==> src/rtl/uart_pkg.sv <==
// Shared UART definitions: receiver/transmitter FSM states and link defaults.
package uart_pkg;

  typedef enum logic [2:0] {
    WAIT_IDLE,
    IDLE,
    START,
    DATA,
    STOP
  } uart_state_e;

  localparam int   DEFAULT_CYCLES_PER_SYMBOL = 125_000_000 / 115_200;
  localparam logic IDLE_LEVEL                = 1'b1;

endpackage

==> src/rtl/uart_receiver_if.sv <==
// Receiver-to-consumer word handshake plus the error pulses. The receiver drives
// the master side, the consumer the slave side.
//
// Handshake contract:
//   - data_valid=1 means data_out holds a word that has not been taken yet.
//   - The word is taken on a rising clk edge where data_valid && data_ready.
//   - data_out does not change while data_valid=1 and the word is untaken.
//   - data_ready while data_valid=0 has no effect.
interface uart_receiver_if #(
  parameter int DATA_BITS = 8
);
  logic [DATA_BITS-1:0] data_out;
  logic                 data_valid;
  logic                 data_ready;
  logic                 frame_error;
  logic                 overrun;

  modport master (
    output data_out,
    output data_valid,
    output frame_error,
    output overrun,
    input  data_ready
  );

  modport slave (
    input  data_out,
    input  data_valid,
    input  frame_error,
    input  overrun,
    output data_ready
  );
endinterface

==> src/rtl/uart_sync.sv <==
// Two-flop synchronizer for an asynchronous input pin. RESET_VALUE should be
// the idle level of the pin.
module uart_sync #(
  parameter logic RESET_VALUE = 1'b1
) (
  input  logic clk,
  input  logic rst_n,
  input  logic async_i,
  output logic sync_o
);

  logic meta_q;
  logic sync_q;

  always_ff @(posedge clk or negedge rst_n) begin
    if (!rst_n) begin
      meta_q <= RESET_VALUE;
      sync_q <= RESET_VALUE;
    end else begin
      meta_q <= async_i;
      sync_q <= meta_q;
    end
  end

  assign sync_o = sync_q;

endmodule

==> src/rtl/uart_receiver.sv <==
// UART receiver: recovers start / DATA_BITS (LSB first) / STOP_BITS frames from an
// asynchronous serial line and offers each word on a valid/ready handshake.
module uart_receiver
  import uart_pkg::*;
#(
  parameter int CYCLES_PER_SYMBOL = DEFAULT_CYCLES_PER_SYMBOL,
  parameter int DATA_BITS         = 8,
  parameter int STOP_BITS         = 1
) (
  input  logic            clk,
  input  logic            rst_n,
  input  logic            signal_in,
  uart_receiver_if.master rx_if,
  output uart_state_e     state_o
);

  if (CYCLES_PER_SYMBOL < 4) begin : g_bad_cps
    $error("uart_receiver: CYCLES_PER_SYMBOL must be >= 4");
  end
  if (DATA_BITS < 5 || DATA_BITS > 9) begin : g_bad_data
    $error("uart_receiver: DATA_BITS must be in 5..9");
  end
  if (STOP_BITS < 1 || STOP_BITS > 2) begin : g_bad_stop
    $error("uart_receiver: STOP_BITS must be 1 or 2");
  end

  localparam int CW = $clog2(CYCLES_PER_SYMBOL + 1);
  localparam int BW = $clog2(DATA_BITS + STOP_BITS);

  localparam logic [CW-1:0] HALF_C      = CW'(CYCLES_PER_SYMBOL / 2);
  localparam logic [CW-1:0] SYM_LAST_C  = CW'(CYCLES_PER_SYMBOL - 1);
  localparam logic [BW-1:0] DATA_LAST_C = BW'(DATA_BITS - 1);
  localparam logic [BW-1:0] STOP_LAST_C = BW'(STOP_BITS - 1);

  logic rx_s;

  uart_sync #(.RESET_VALUE(IDLE_LEVEL)) u_sync (
    .clk    (clk),
    .rst_n  (rst_n),
    .async_i(signal_in),
    .sync_o (rx_s)
  );

  uart_state_e          state_q, state_d;
  logic [CW-1:0]        cyc_q, cyc_d;
  logic [BW-1:0]        bit_q, bit_d;
  logic [DATA_BITS-1:0] shift_q, shift_d;
  logic [DATA_BITS-1:0] data_q, data_d;
  logic                 valid_q, valid_d;
  logic                 ferr_q, ferr_d;
  logic                 ovr_q, ovr_d;
  logic [1:0]           arm_q;
  logic                 done;

  // rx_s still carries the synchronizer's reset value for two cycles after
  // release; arm_q keeps WAIT_IDLE from trusting it until real line data arrives.
  always_ff @(posedge clk or negedge rst_n) begin
    if (!rst_n) begin
      state_q <= WAIT_IDLE;
      cyc_q   <= '0;
      bit_q   <= '0;
      shift_q <= '0;
      data_q  <= '0;
      valid_q <= 1'b0;
      ferr_q  <= 1'b0;
      ovr_q   <= 1'b0;
      arm_q   <= 2'b00;
    end else begin
      state_q <= state_d;
      cyc_q   <= cyc_d;
      bit_q   <= bit_d;
      shift_q <= shift_d;
      data_q  <= data_d;
      valid_q <= valid_d;
      ferr_q  <= ferr_d;
      ovr_q   <= ovr_d;
      arm_q   <= {arm_q[0], 1'b1};
    end
  end

  always_comb begin
    state_d = state_q;
    cyc_d   = cyc_q;
    bit_d   = bit_q;
    shift_d = shift_q;
    ferr_d  = 1'b0;
    done    = 1'b0;
    unique case (state_q)
      WAIT_IDLE: begin
        cyc_d = '0;
        bit_d = '0;
        if (arm_q[1] && rx_s == IDLE_LEVEL) state_d = IDLE;
      end
      IDLE: begin
        if (rx_s != IDLE_LEVEL) begin
          state_d = START;
          cyc_d   = CW'(1);
        end
      end
      START: begin
        if (cyc_q == HALF_C) begin
          if (rx_s == IDLE_LEVEL) begin
            state_d = IDLE;
          end else begin
            state_d = DATA;
            cyc_d   = '0;
            bit_d   = '0;
          end
        end else begin
          cyc_d = cyc_q + CW'(1);
        end
      end
      DATA: begin
        if (cyc_q == SYM_LAST_C) begin
          cyc_d   = '0;
          shift_d = {rx_s, shift_q[DATA_BITS-1:1]};
          if (bit_q == DATA_LAST_C) begin
            state_d = STOP;
            bit_d   = '0;
          end else begin
            bit_d = bit_q + BW'(1);
          end
        end else begin
          cyc_d = cyc_q + CW'(1);
        end
      end
      STOP: begin
        if (cyc_q == SYM_LAST_C) begin
          cyc_d = '0;
          if (rx_s != IDLE_LEVEL) begin
            ferr_d  = 1'b1;
            state_d = WAIT_IDLE;
          end else if (bit_q == STOP_LAST_C) begin
            done    = 1'b1;
            state_d = IDLE;
          end else begin
            bit_d = bit_q + BW'(1);
          end
        end else begin
          cyc_d = cyc_q + CW'(1);
        end
      end
      default: state_d = WAIT_IDLE;
    endcase
  end

  // A completing frame may load in the same cycle the consumer takes the old word.
  always_comb begin
    data_d  = data_q;
    valid_d = valid_q;
    ovr_d   = 1'b0;
    if (valid_q && rx_if.data_ready) valid_d = 1'b0;
    if (done) begin
      if (!valid_q || rx_if.data_ready) begin
        data_d  = shift_q;
        valid_d = 1'b1;
      end else begin
        ovr_d = 1'b1;
      end
    end
  end

  assign rx_if.data_out    = data_q;
  assign rx_if.data_valid  = valid_q;
  assign rx_if.frame_error = ferr_q;
  assign rx_if.overrun     = ovr_q;
  assign state_o           = state_q;

endmodule

==> src/flat_wrapper.sv <==
// flat-port wrapper written by rule: the top's interface ports become plain ports
module uart_receiver_flat import uart_pkg::*;
#(
  parameter int CYCLES_PER_SYMBOL = DEFAULT_CYCLES_PER_SYMBOL,
  parameter int DATA_BITS         = 8,
  parameter int STOP_BITS         = 1
)
  (clk, rst_n, signal_in, state_o, rx_if_data_out, rx_if_data_valid, rx_if_frame_error, rx_if_overrun, rx_if_data_ready);
  uart_receiver_if #(.DATA_BITS(DATA_BITS)) rx_if_i ();
  input  logic clk;
  input  logic rst_n;
  input  logic signal_in;
  output uart_state_e state_o;
  output wire logic [$bits(rx_if_i.data_out)-1:0] rx_if_data_out;
  output wire logic [$bits(rx_if_i.data_valid)-1:0] rx_if_data_valid;
  output wire logic [$bits(rx_if_i.frame_error)-1:0] rx_if_frame_error;
  output wire logic [$bits(rx_if_i.overrun)-1:0] rx_if_overrun;
  input wire logic [$bits(rx_if_i.data_ready)-1:0] rx_if_data_ready;
  assign rx_if_data_out = rx_if_i.data_out;
  assign rx_if_data_valid = rx_if_i.data_valid;
  assign rx_if_frame_error = rx_if_i.frame_error;
  assign rx_if_overrun = rx_if_i.overrun;
  assign rx_if_i.data_ready = rx_if_data_ready;
  uart_receiver #(.CYCLES_PER_SYMBOL(CYCLES_PER_SYMBOL), .DATA_BITS(DATA_BITS), .STOP_BITS(STOP_BITS)) u_core (.clk(clk), .rst_n(rst_n), .signal_in(signal_in), .rx_if(rx_if_i), .state_o(state_o));
endmodule
==> config.mk <==
export PLATFORM = sky130hd
export DESIGN_NAME = uart_receiver_flat
export DESIGN_NICKNAME = d
export VERILOG_FILES = /design/src/rtl/uart_pkg.sv /design/src/rtl/uart_receiver_if.sv /design/src/rtl/uart_sync.sv /design/src/rtl/uart_receiver.sv /design/src/flat_wrapper.sv
export SDC_FILE = /design/constraint.sdc
export NUM_CORES = 1
export LEC_CHECK = 0
export ABC_CLOCK_PERIOD_IN_PS = 2700
export BUFFER_PORTS_ARGS = -buffer_cell sky130_fd_sc_hd__clkbuf_2
export CAP_MARGIN = 20
export CORE_UTILIZATION = 37
export DETAILED_ROUTE_END_ITERATION = 8
export GPL_TIMING_DRIVEN = 0
export MAX_ROUTING_LAYER = met4
export PLACE_DENSITY = 0.51
export SLEW_MARGIN = 20
export SYNTH_ARGS = -nofsm -noshare
export SYNTH_HDL_FRONTEND = slang
export SYNTH_HIERARCHICAL = 1
export SYNTH_SLANG_ARGS = --single-unit
==> constraint.sdc <==
create_clock -name clk -period 2.7 [get_ports clk]
set_input_delay 0.135 -clock clk [delete_from_list [all_inputs] [get_ports clk]]
set_output_delay 0.135 -clock clk [all_outputs]
set_load 0.05 [all_outputs]
# ---- Yosys cells after proc, flatten, opt, wreduce, memory -nomap -nowiden
# Cells that the tools add are included.
dict set report word_totals {
  register_bits 41
  input_bits 4
  out_inout_bits 14
  wordCells 80
}
dict set report classes {
  addsub 2
  n_eq_ne 18
  mux 35
  n_reduce_logical 14
}
# cell count
set op_table {}
lappend op_table {{two-way mux 11 bit} 4}
lappend op_table {{one-hot mux 11 bit (4 select lines)} 1}
lappend op_table {{two-way mux 4 bit} 7}
lappend op_table {{two-way mux 3 bit} 8}
lappend op_table {{one-hot mux 4 bit (4 select lines)} 1}
lappend op_table {{one-hot mux 3 bit (5 select lines)} 1}
lappend op_table {{AND reduction 7 bit} 2}
lappend op_table {{two-way mux 1 bit} 12}
lappend op_table {{adder 11 x 1 -> 11 bit, second input constant} 1}
lappend op_table {{equality test 11 x 10 -> 1 bit, second input constant} 1}
lappend op_table {{equality test 11 bit, second input constant} 1}
lappend op_table {{!= test 2 x 1 -> 1 bit, second input constant} 5}
lappend op_table {{!= test 2 bit, second input constant} 4}
lappend op_table {{nonzero test 4 bit} 2}
lappend op_table {{equality test 3 x 2 -> 1 bit, second input constant} 2}
lappend op_table {{adder 4 x 1 -> 4 bit, second input constant} 1}
lappend op_table {{equality test 4 x 3 -> 1 bit, second input constant} 1}
lappend op_table {{zero test 4 bit} 1}
lappend op_table {{AND reduction 2 bit} 2}
lappend op_table {{equality test 3 x 1 -> 1 bit, second input constant} 1}
lappend op_table {{equality test 3 bit, second input constant} 1}
lappend op_table {{zero test 3 bit} 1}
lappend op_table {{!= test 3 x 2 -> 1 bit, second input constant} 1}
lappend op_table {{!= test 3 bit, second input constant} 1}
lappend op_table {{other kinds (6)} 7}

# ---- Depth between registers and ports, before layout
dict set report logic_depth {
  word_depth 6
  ltp_mapped 8
  depth_no_buf 7
}

# ---- Cells and area by module
# Netlist, hierarchy kept.
# mod instances cells_each area_each_um2 seq_area_each_um2
set by_module_without_submodules {}
lappend by_module_without_submodules {uart_receiver 1 201 2024.4 975.9}
lappend by_module_without_submodules {uart_sync 1 2 52.6 52.6}

# ---- Least setup slack after synthesis
# OpenSTA, ideal clock, no wires.
dict set report synth_path {
  kind {flip-flop to flip-flop}
  startpoint {reg u_core.state_q[1] (netlist: u_core/state_o[1])}
  endpoint {reg u_core.data_q[0] (netlist: u_core/rx_if.data_out[0])}
  setup_ps 125
  arrival_ps 1897
  t_required_ps 2575
  path_slack_ps 678
  path_stages_with_launch 7
  path_buffers 2
  synth_period_minus_slack_ps 2022
  path_cell_list {dfrtp_1 clkbuf_1 nor3b_1 nand4_1 nor2b_1 buf_2 mux2_2}
}
dict set report synth_via {
  elab_chain_len 3
}
# element line_no
set synth_rtl {}
lappend synth_rtl {{start, declared} uart_receiver.sv:44} ;# uart_state_e state_q, state_d;
lappend synth_rtl {{start signal, assigned} uart_receiver.sv:69} ;# state_q <= state_d;
lappend synth_rtl {{equality test 3 bit} uart_receiver.sv:88} ;# unique case (state_q)
lappend synth_rtl {{two-way mux 1 bit} uart_receiver.sv:88}
lappend synth_rtl {{AND reduction 2 bit (no source line)} n/a}
lappend synth_rtl {{end signal, assigned} uart_receiver.sv:73} ;# data_q <= data_d;
lappend synth_rtl {{end, declared} uart_receiver.sv:48} ;# logic [DATA_BITS-1:0] data_q, data_d;
# No other way between the ends.
# A chain may end at the register's enable or synchronous reset.

# ---- Final worst setup path
dict set report layout_path {
  startpoint {reg u_core.cyc_q[0]}
  endpoint {reg u_core.cyc_q[10]}
}
dict set report layout_via {
  elab_chain_len 3
  elab_cells_between_ends 8
  classes_between {add/sub: 1; eq/ne: 3; mux: 3; reduce/logical: 1}
}
# element line_no
set layout_rtl {}
lappend layout_rtl {{start, declared} uart_receiver.sv:45} ;# logic [CW-1:0] cyc_q, cyc_d;
lappend layout_rtl {{start signal, assigned} uart_receiver.sv:70} ;# cyc_q <= cyc_d;
lappend layout_rtl {{adder 11 x 1 -> 11 bit (tied with other cells)} {uart_receiver.sv:110, uart_receiver.sv:124, uart_receiver.sv:140}}
lappend layout_rtl {{two-way mux 11 bit (tied with other cells)} {uart_receiver.sv:114, uart_receiver.sv:128}}
lappend layout_rtl {{one-hot mux 11 bit (4 select lines) or AND reduction 3 bit (tied branches)} n/a}
# Several ways; a longest one is shown, not always the timed one.

==> results.cfg <==
[outcome]
status = finished, violations left
violations = negative hold slack

[power_and_ir_drop]
power_switching_uw = 779
swShare_pct = 37.8
seqPwrFrac_pct = 35.9
ir_drop_uv = 302
p_leak_uw = 0.00114
p_clk_share_pct = 27.9
combPwrFrac_pct = 36.3
intPower_uw = 1280
cellPowerDensity_mw_per_mm2 = 861

[critical_path]
worstRegToRegCells = 8
crit_fanout = 10
regToRegSetupSlack_ns = 0.38
crit_path_end_kind = flip-flop
crit_start = u_core/cyc_q[0]
r2r_start = u_core/cyc_q[0]
reg2reg_to = u_core/cyc_q[10]
worst_setup_path_start_kind = flip-flop
cp.required_ns = 2.91
critPathKind = flip-flop to flip-flop
cp.arrival_ns = 2.52

[route]
wl_met1_mm = 1.87
top_layer = met4
wl_met3_um = 154
wire_per_inst_um = 13.6
drc = 0
wirelength_mm = 4.05
vias_per_cell = 5.18
vias = 1550
wl_met2_mm = 1.98
dr.pass1.iters = 4
antenna_left = 0
drt_iter0_drc = 62

[logic_synthesis]
synth_nets = 212
synth_most_common_cell = dfrtp_1
syn_avg_cell_area_um2 = 10.2
synthTopCellsByArea = dfrtp_1 47%, mux2_2 9.2%, nand2_1 5.4%, ha_1 3.0%, dfstp_2 2.5%
synthArstFlopShare_pct = 100
synthFlopType = dfrtp_1
yosysWarningCount = 6
synthTopCellsByCount = 39 x dfrtp_1, 30 x nand2_1, 17 x mux2_2, 14 x nor2_1
synth_top_area_share_pct = 47.0
syn_inst = 203
synth_seq_area_share_pct = 49.5
synth_edf_count = 0
ys_seq_elements = 41
synthDistinctLibCells = 46
syn_area_mm2 = 0.00208
synth_largest_area_cell = dfrtp_1

[floorplanning]
die-height_um = 76.9
die_w_um = 76.9
floorplan.initialDensity_pct = 39.4
io_pins = 18
die_area_mm2 = 0.00592
coreArea_mm2 = 0.00527
fp-row-count = 26

[place]
place.gp.congestion = 0.850
pre_cts_slack_ns = 0.420
io_buffers = 17
dp_cells = 290
place_hpwl_mm = 2.95

[timing]
fin_crit_ns = 2.32
hold_viol = 39
rsz0062_at_grt = no
setup_viol = 0
tightestPinTransition_ns = 0.879
clock.fmax_ghz = 0.432
maxSlewViolCount = 0
fin_worst_skew_ns = 0.00238
period_share_pct = 85.8
fin_tns_setup_ns = 0
timing.hold.ws_ns = -0.0411
setup_slack_ns = 0.384
slew_headroom_pct = 41.4

[cells_and_area]
synthToLayoutAreaGrowth_pct = 15.2
diodes = 0
utilization_pct = 45.4
fin_cells = 299
final_nets = 237
layout-drive-gt1-share_pct = 23.1

[cts]
cts_buffer_depth = 2
post_cts_buffers = 0
hold_buffers = 1
htree_num_levels = 2
cts_sinks = 41
clkLatencyLatePin_ns = 0.29
cts_buffers = 5
clk_root_buffer_cell = clkbuf_8
tritoncts = done
clkSlewWorstSetupHoldPaths_ns = 0.08
cts_resized = 0

[global_route]
grt_pass1_vias = 1530
gr-usage-all-layers_pct = 15.6
overflow = 0
grt_max_degree = 42
antenna_found_initial = 0
grt_pass1_wl_mm = 7.11

[worst_hold_path]
hold_class = input pin to asynchronous set/reset pin

[job]
maxCapViolCount = 0
-- cells in the final DEF, fill, tap and decap left out, types with 3 or more instances in the layout --
cell type	instances
dfrtp_1	39
nand2_1	30
mux2_2	17
clkbuf_2	16
nor2_1	14
inv_1	7
nand3_1	7
o22ai_1	6
clkbuf_8	5
clkbuf_1	5
nor3_1	5
ha_1	5
nor3b_1	4
nor2b_1	4
o21a_1	4
a21oi_1	4
o21ai_0	4
o211ai_1	4
buf_2	3
nand2b_1	3
nand3b_1	3
mux2i_1	3
-- how the worst max path moves through the flow --
stage | end | slack [ns]
floorplan | u_core/rx_if.data_out[0] | 0.68
CTS | u_core/cyc_q[10] | 0.40
finish | u_core/cyc_q[10] | 0.38
global route | u_core/cyc_q[9] | 0.18
global placement | u_core/state_o[2] | 0.48
detailed placement | u_core/cyc_q[10] | 0.42
-- cells by family (layout without fill, tap and decap cells) --
logic type | count (synthesis) | after routing | share of synthesized area, %
buf+inv | 15 | 41 | 2.83
xor+xnor | 1 | 1 | 0.422
simple gates | 87 | 87 | 21.9
flops | 41 | 41 | 49.5
fa+ha+maj | 5 | 5 | 3.01
other cells | 1 | 1 | 0.181
mux | 20 | 20 | 10.7
compound gates | 33 | 33 | 11.5
-- power by group through the flow --
stage | logic (µW) | clock network [µW] | registers (µW)
finish | 747 | 575 | 739
global route | 839 | 620 | 749
CTS | 749 | 592 | 739
detailed placement | 744 | 0 | 749
global placement | 735 | 0 | 747
floorplan | 506 | 0 | 802
-- through the flow --
| stage | cell area [µm²] | total power (µW) |
|---|---|---|
| 6_report | 2390 | 2060 |
| 5_1_grt | 2390 | 2210 |
| 4_1_cts | 2390 | 2080 |
| 3_5_place_dp | 2250 | 1490 |
| 3_3_place_gp | 2250 | 1480 |
| 2_1_floorplan | 2080 | 1310 |
-- registers in the layout (all words and copies together), names as in the netlist --
| register | flops |
|---|---|
| u_core/rx_if.overrun | 1 |
| u_core/u_sync/sync_o | 1 |
| u_core/u_sync/meta_q | 1 |
| u_core/shift_q | 8 |
| u_core/bit_q | 4 |
| u_core/arm_q | 2 |
| u_core/cyc_q | 11 |
| u_core/rx_if.data_valid | 1 |
| u_core/rx_if.data_out | 8 |
| u_core/state_o | 3 |
| u_core/rx_if.frame_error | 1 |
-- worst max-delay path, cell delays in order, from the launching register on --
cell and delay [ns]:
dfrtp_1 0.45, inv_1 0.11, ha_1 0.20, nand4b_1 0.17
a211oi_1 0.11, nor2_1 0.39, clkbuf_1 0.42, nor2_1 0.18
o211ai_1 0.20
-- per-layer routing --
metal  track usage [%]  vias up
met5                 -        -
met3              3.81        5
met2              25.5       29
li1                  -      769
met1              18.9      747
met4              5.00        0
-- final cells by class --
class	count	area, µm²
buffer	8	32.5
multi-input combinational	147	990
clock inverter	3	65.1
sequential	41	1030
inverter	7	26.3
timing repair buffer	18	95.1
fill	526	2880
clock buffer	5	68.8
tap	70	87.6
Power figures use the tool's default switching activity.
